--- src/rtl/inv_sub_bytes_seq.sv ---
// Iterative AES InvSubBytes: LANES bytes/cycle through LANES shared inverse S-boxes (optional INV_SUB_BYTES_FLUSH_EN).
// Latency: 16/LANES RUN cycles; out_valid is high after 16/LANES+1 edges, counting the capture edge.
// Backpressure: in_ready=0 in RUN, in_ready=out_ready in DONE; ou held while out_ready=0.
module inv_sub_bytes_seq #(
    parameter int LANES = 4
) (
    input  logic         clk,
    input  logic         rst,
`ifdef INV_SUB_BYTES_FLUSH_EN
    input  logic         flush,
`endif
    input  logic         in_valid,
    output logic         in_ready,
    input  logic [127:0] in,
    output logic         out_valid,
    input  logic         out_ready,
    output logic [127:0] ou,
    output logic         busy
);

    generate
        if (!(LANES == 1 || LANES == 2 || LANES == 4 || LANES == 8 || LANES == 16)) begin : g_lanes_chk
            $error("inv_sub_bytes_seq: LANES must be 1, 2, 4, 8 or 16");
        end
    endgenerate

    localparam logic [1:0] IDLE = 2'd0;
    localparam logic [1:0] RUN  = 2'd1;
    localparam logic [1:0] DONE = 2'd2;

    localparam logic [4:0] LANES_W  = 5'(LANES);
    localparam logic [4:0] LAST_CNT = 5'(16 - LANES);

    function automatic logic [7:0] gf_mul(input logic [7:0] a, input logic [7:0] m);
        logic [7:0] p;
        logic [7:0] x;
        p = '0;
        x = a;
        for (int i = 0; i < 8; i++) begin
            if (m[i]) p = p ^ x;
            x = {x[6:0], 1'b0} ^ (x[7] ? 8'h1b : 8'h00);
        end
        return p;
    endfunction

    // a^254 == a^-1 in GF(2^8); zero naturally maps to zero.
    function automatic logic [7:0] gf_inv(input logic [7:0] a);
        logic [7:0] sq;
        logic [7:0] r;
        sq = a;
        r  = 8'h01;
        for (int i = 1; i < 8; i++) begin
            sq = gf_mul(sq, sq);
            r  = gf_mul(r, sq);
        end
        return r;
    endfunction

    function automatic logic [7:0] inv_sbox(input logic [7:0] s);
        logic [7:0] t;
        logic [7:0] d;
        d = 8'h05;
        for (int i = 0; i < 8; i++)
            t[i] = s[(i + 2) % 8] ^ s[(i + 5) % 8] ^ s[(i + 7) % 8] ^ d[i];
        return gf_inv(t);
    endfunction

    logic [1:0]   state;
    logic [4:0]   cnt;
    logic [127:0] work;
    logic [127:0] work_nxt;
    logic [7:0]   byt [16];

    // Only the LANES bytes selected by cnt pass through the shared S-boxes each cycle.
    always_comb begin
        for (int k = 0; k < 16; k++)
            byt[k] = work[127 - 8*k -: 8];
        for (int l = 0; l < LANES; l++)
            byt[cnt[3:0] + 4'(l)] = inv_sbox(byt[cnt[3:0] + 4'(l)]);
        work_nxt = '0;
        for (int k = 0; k < 16; k++)
            work_nxt[127 - 8*k -: 8] = byt[k];
    end

    assign in_ready  = (state == IDLE) || ((state == DONE) && out_ready);
    assign out_valid = (state == DONE);
    assign busy      = (state != IDLE);
    assign ou        = work;

    always_ff @(posedge clk or posedge rst) begin
        if (rst) begin
            state <= IDLE;
            cnt   <= '0;
            work  <= '0;
        end
`ifdef INV_SUB_BYTES_FLUSH_EN
        else if (flush) begin
            state <= IDLE;
            cnt   <= '0;
        end
`endif
        else begin
            case (state)
                IDLE: begin
                    if (in_valid) begin
                        work  <= in;
                        cnt   <= '0;
                        state <= RUN;
                    end
                end
                RUN: begin
                    work <= work_nxt;
                    cnt  <= cnt + LANES_W;
                    if (cnt == LAST_CNT) state <= DONE;
                end
                DONE: begin
                    if (out_ready) begin
                        if (in_valid) begin
                            work  <= in;
                            cnt   <= '0;
                            state <= RUN;
                        end else begin
                            state <= IDLE;
                        end
                    end
                end
                default: state <= IDLE;
            endcase
        end
    end

endmodule

--- config.mk ---
export PLATFORM = sky130hd
export DESIGN_NAME = inv_sub_bytes_seq
export DESIGN_NICKNAME = d
export VERILOG_FILES = /design/src/rtl/inv_sub_bytes_seq.sv
export SDC_FILE = /design/constraint.sdc
export NUM_CORES = 2
export LEC_CHECK = 0
export BUFFER_PORTS_ARGS = -buffer_cell sky130_fd_sc_hd__buf_4
export CAP_MARGIN = 20
export CELL_PAD_IN_SITES_DETAIL_PLACEMENT = 1
export CELL_PAD_IN_SITES_GLOBAL_PLACEMENT = 2
export CORE_MARGIN = 5
export CORE_UTILIZATION = 38
export DETAILED_ROUTE_END_ITERATION = 8
export PLACE_DENSITY_LB_ADDON = 0.15
export SETUP_SLACK_MARGIN = 0.05
export SLEW_MARGIN = 20
export SYNTH_ARGS = -nofsm -noshare
export SYNTH_HDL_FRONTEND = slang
export SYNTH_SLANG_ARGS = --single-unit
--- constraint.sdc ---
create_clock -name clk -period 18.36 [get_ports clk]
set_input_delay 0.918 -clock clk [delete_from_list [all_inputs] [get_ports clk]]
set_output_delay 0.918 -clock clk [all_outputs]
set_load 0.005 [all_outputs]
# Word level (Yosys, flattened, before mapping)

Cells that the tools add are included.

Register bits: 135
Latch bits: 0
Memory bits (writable): 0
Bits in read-only memories: 0
Input port bits: 132
Output and inout bits: 131
Logic and storage cells: 1711
Memories kept: 0

$add $sub $neg: 4
Multiply operators: 0
Divide/modulo/power cells: 0
$lt $le $gt $ge: 8
Equality and inequality tests: 6
Shift-type cells: 0
Multiplexer cells: 847
Bitwise gates (word level): 832
Reductions and logical operators: 11

Operators by type and width:

| operator                                                                      | count |
|---|---|
| 8-bit 2-to-1 mux                                                              | 432 |
| 8-bit by 5-bit bitwise XOR with 8-bit output                                  | 364 |
| 8-bit bitwise XOR                                                             | 364 |
| 5-bit 2-to-1 mux                                                              | 370 |
| 128-bit bitwise mux                                                           | 4 |
| 128-bit case mux with 3 select lines                                          | 1 |
| 128-bit 2-to-1 mux                                                            | 2 |
| 8-bit binary-select mux with 4-bit select                                     | 4 |
| 8-bit demux with 4-bit select                                                 | 4 |
| 1-bit bitwise XOR                                                             | 64 |
| 7-bit 2-to-1 mux                                                              | 4 |
| 1-bit inverter (first input constant)                                         | 28 |
| 6-bit 2-to-1 mux                                                              | 4 |
| 5-bit >= comparator (second input constant)                                   | 4 |
| 5-bit by 1-bit less-than comparator with 1-bit output (second input constant) | 4 |
| 4-bit inverter with 5-bit output                                              | 4 |
| 4-bit 2-to-1 mux                                                              | 4 |
| 5-bit case mux with 3 select lines                                            | 1 |
| 2-bit 2-to-1 mux                                                              | 7 |
| 3-bit 2-to-1 mux                                                              | 4 |
| 4-bit by 2-bit adder with 4-bit output (second input constant)                | 2 |
| 1-bit inverter                                                                | 8 |
| 2-bit case mux with 3 select lines                                            | 1 |
| 5-bit by 3-bit adder with 5-bit output (second input constant)                | 1 |
| other kinds (14)                                                              | 23 |

# Longest topological paths before layout

Word-level depth: 534
Mapped depth: 70
Gate-level depth less buffers: 59

# Least setup slack after synthesis

OpenSTA, ideal clock, no wires.

Kind: register to register
Start: register cnt[2]
End: register work[108], in the netlist ou[108]
Arrival: 15.853 ns
Data required time: 18.239 ns
Slack: 2.386 ns
Cell stages (with the launch flop): 67
Path buffers: 10
Clock period less this slack: 15.974 ns
Cells stage by stage: dfrtp_1 buf_6 buf_6 buf_6 buf_6 mux4_2 buf_2 xor3_1 buf_2 ha_1 inv_1 xnor2_1 and3_1 or3_1 and3_1 nor3_1 nor2_1 buf_2 (+31 left out) xnor3_1 xnor2_1 xnor2_1 xnor2_2 xor2_2 xor2_1 nand2_1 xnor2_1 xor2_1 xnor2_1 xor2_1 xnor2_2 xor2_1 mux2i_1 o22ai_1 xnor2_1 o21ai_0 a22o_1

RTL lines:

| element                  | RTL line | source |
|---|---|---|
| start: declaration       | 69       | `logic [4:0] cnt;` |
| start signal: assignment | 113      | `cnt <= cnt + LANES_W;` |
| end signal: assignment   | 106      | `work <= in;` |
| end signal: assignment   | 112      | `work <= work_nxt;` |
| end signal: assignment   | 119      | `work <= in;` |
| end: declaration         | 70       | `logic [127:0] work;` |

==> flow_summary.toml <==
[clock_tree]
cts_tree = "yes"
root_buffer = "clkbuf_16"
clk_latency_ns = 0.48
cts_buffers = 17
ctsHtreeMaxLevel = 4
clock_sinks = 133
cts_buffer_depth = 2
clk_pin_slew_worst_paths_ns = 0.07

[setup_path]
critPathArrivalTime_ns = 17.67
start_kind = "flip-flop"
cp-end-kind = "flip-flop"
crit_path_frequent_cell = "xnor2_1"
cp_max_fo = 26
max_stage_delay_ns = 0.66
crit_slowest_cell = "dfrtp_4"
critPathKind = "reg2reg"
crit_required_ns = 18.68

[timing]
fmax_ghz = 0.0576
drv_slew = 0
finClkSkew_ns = 0.0140
min_period_ns = 17.35
rsz0062_at_grt = "false"
hold_viol = 0
tightest_slew_ns = 1.11
setup_ws_ns = 1.01
relSlewSlack_pct = 25.3
setup_viol = 0
period_share_pct = 94.5

[logic_synthesis]
netlist_area_sq_um = 57500
ys.flop_type = "dfrtp_1"
yosysTopAreaCell = "xnor2_1"
syn_nets = 8005
yosysUniqueCellTypes = 104
syn_inst = 7842
synth-seq-cells = 133
yosysSeqAreaShare_pct = 5.79
synth_enable_flop_cells = 0
async_flop_share_pct = 100
synth_most_common_cell = "xnor2_1"
avgSynthCellArea_sq_um = 7.34
netlist_top_cells_area = "xnor2_1 (27%), nor2_1 (7.4%), xor2_1 (7.4%)"
ys_top_cells_by_count = "xnor2_1 (1,774), nor2_1 (1,134), nand2_1 (830), xor2_1 (484), a21oi_1 (398)"
netlist.area_leader.share_pct = 27.0
ys.warnings.count = 0

[route]
drc = 0
routedWlPerCell_um = 22.2
ant_nets = 0
drt-total-wl_um = 224000
first_iter_violations = 3681
drt-pass1-iter-count = 7
num_vias = 56700
via_per_inst = 5.63

[status]
status = "finished, final reports clean"

[floorplanning]
dieArea_sq_um = 159000
ios = 263
core-area_sq_um = 150000
die_w_um = 399
start_util_pct = 38.3
die_h_um = 399
core.rowCount = 142

[placed_design]
dp_hpwl_um = 168000
portBuffers = 262
gp_congestion = 0.917
dp_slack_ns = -0.836
placed_cell_area_sq_um = 63200

[run]
cap_violations = 0

[final_layout]
layout.nets = 8202
nFillCells = 18600
final_area_sq_um = 64800
syn2layout_area_growth_pct = 12.7
drive_gt1_share_pct = 14.0

[grt]
track_usage_pct = 26.9
grt_pass1_wl_um = 344000
grt_overflow = 0
antenna_found_initial = 11
first_global_vias = 56900
grt_start_max_net_pins = 69

[worst_hold_path]
hold_path_class = "reg2reg"
==> logic make-up (layout without fill, tap and decap cells) <==
kind of cell	count (synthesis)	in the layout	share of synthesized area (%)
and+or+nand+nor	2645	2645	19.8
xor gates and xnor gates	2604	2604	46.8
AOI/OAI and AO/OA	1543	1543	16.8
buffers and inverters	618	826	4.56
muxes	255	256	5.39
DFF	133	133	5.79
adders and majority gates	44	44	0.900
other	0	2	0
==> final timing paths <==
check / slack [ns] / end / from / depth (start not counted)
min: 0.52 / ou[101]$_DFFE_PP0P_ / ou[101]$_DFFE_PP0P_ / 2
max: 1.01 / ou[26]$_DFFE_PP0P_ / cnt[2]$_DFFE_PP0P_ / 60
min reg2reg: 0.52 / ou[101]$_DFFE_PP0P_ / ou[101]$_DFFE_PP0P_ / 2
max reg2reg: 1.01 / ou[26]$_DFFE_PP0P_ / cnt[2]$_DFFE_PP0P_ / 60
min in group asynchronous: 0.55 / ou[67]$_DFFE_PP0P_ / rst / 2
max in group asynchronous: 16.34 / ou[85]$_DFFE_PP0P_ / rst / 3
==> critical path: cells and delay by family (launching register included) <==
family | cells | cell delay (ns)
xor+xnor | 20 | 5.88
compound gates | 17 | 4.20
simple gates | 11 | 2.75
mux | 6 | 1.97
fa+ha+maj | 2 | 0.91
buf+inv | 4 | 0.73
flops | 1 | 0.66
==> metrics by stage <==
step	setup TNS, ns	utilization [%]	cells	hold WS, ns
4_1_cts	0	42.6	10000	0.516
6_report	0	43.2	10100	0.516
3_5_place_dp	-23.10	42.1	10000	0.502
3_3_place_gp	-6.20	42.1	10000	0.486
5_1_grt	0	43.2	10100	0.539
2_1_floorplan	0	-	7842	0.490
==> per-layer routing <==
metal / track usage [%] / wire length [um] / up-vias
met2: 45.3 / 104000 / 1163
met1: 37.9 / 105000 / 28400
li1: - / - / 26900
met3: 2.08 / 9960 / 196
met4: 5.02 / 4260 / 2
met5: 0 / 13 / -
==> layout by cell type, fill, tap and decap left out, types with 51 or more instances in the layout <==
master | netlist | final
a211oi_1 | 53 | 51
a21oi_1 | 398 | 398
a22oi_1 | 85 | 85
a31oi_1 | 65 | 65
buf_4 | 29 | 671
dfrtp_1 | 133 | 131
inv_1 | 100 | 99
mux2i_1 | 170 | 170
nand2_1 | 830 | 830
nand2b_1 | 83 | 82
nand3_1 | 132 | 132
nor2_1 | 1134 | 1127
nor2b_1 | 103 | 102
nor3_1 | 156 | 156
o21ai_0 | 387 | 385
o21ai_1 | 56 | 53
o22ai_1 | 128 | 128
xnor2_1 | 1774 | 1686
xnor2_2 | 99 | 167
xnor3_1 | 169 | 167
xor2_1 | 484 | 466
==> timing repair <==
item | 4_1_cts | 5_1_grt
hold buffers | 0 | 0
setup endpoints to repair | 36 | 124
pin swaps | 0 | 15
gates resized for setup | 10 | 73
setup buffers | 0 | 33
endpoints found under the hold margin | 0 | 0
cloned | 0 | 1
==> flip-flops by register name, summed over array words and instances, names as in the netlist <==
name	count
ou	128
cnt	3
state	2
==> area by class of cell <==
cell class              count  area [sq um]  share of cell area, %
inverters                 119           452                  0.697
repair buffers            676          5140                   7.93
clock buffers              18           439                  0.678
well taps                2016          2520                   3.89
diodes                      2          5.00                0.00772
clock inverters            13           151                  0.234
multi-input cells        7092         52800                   81.4
flip-flops and latches    133          3330                   5.14
Power is left out: the tool's default activity adds up to more than one toggle a clock period on the data nets, which glitch-free logic cannot reach.
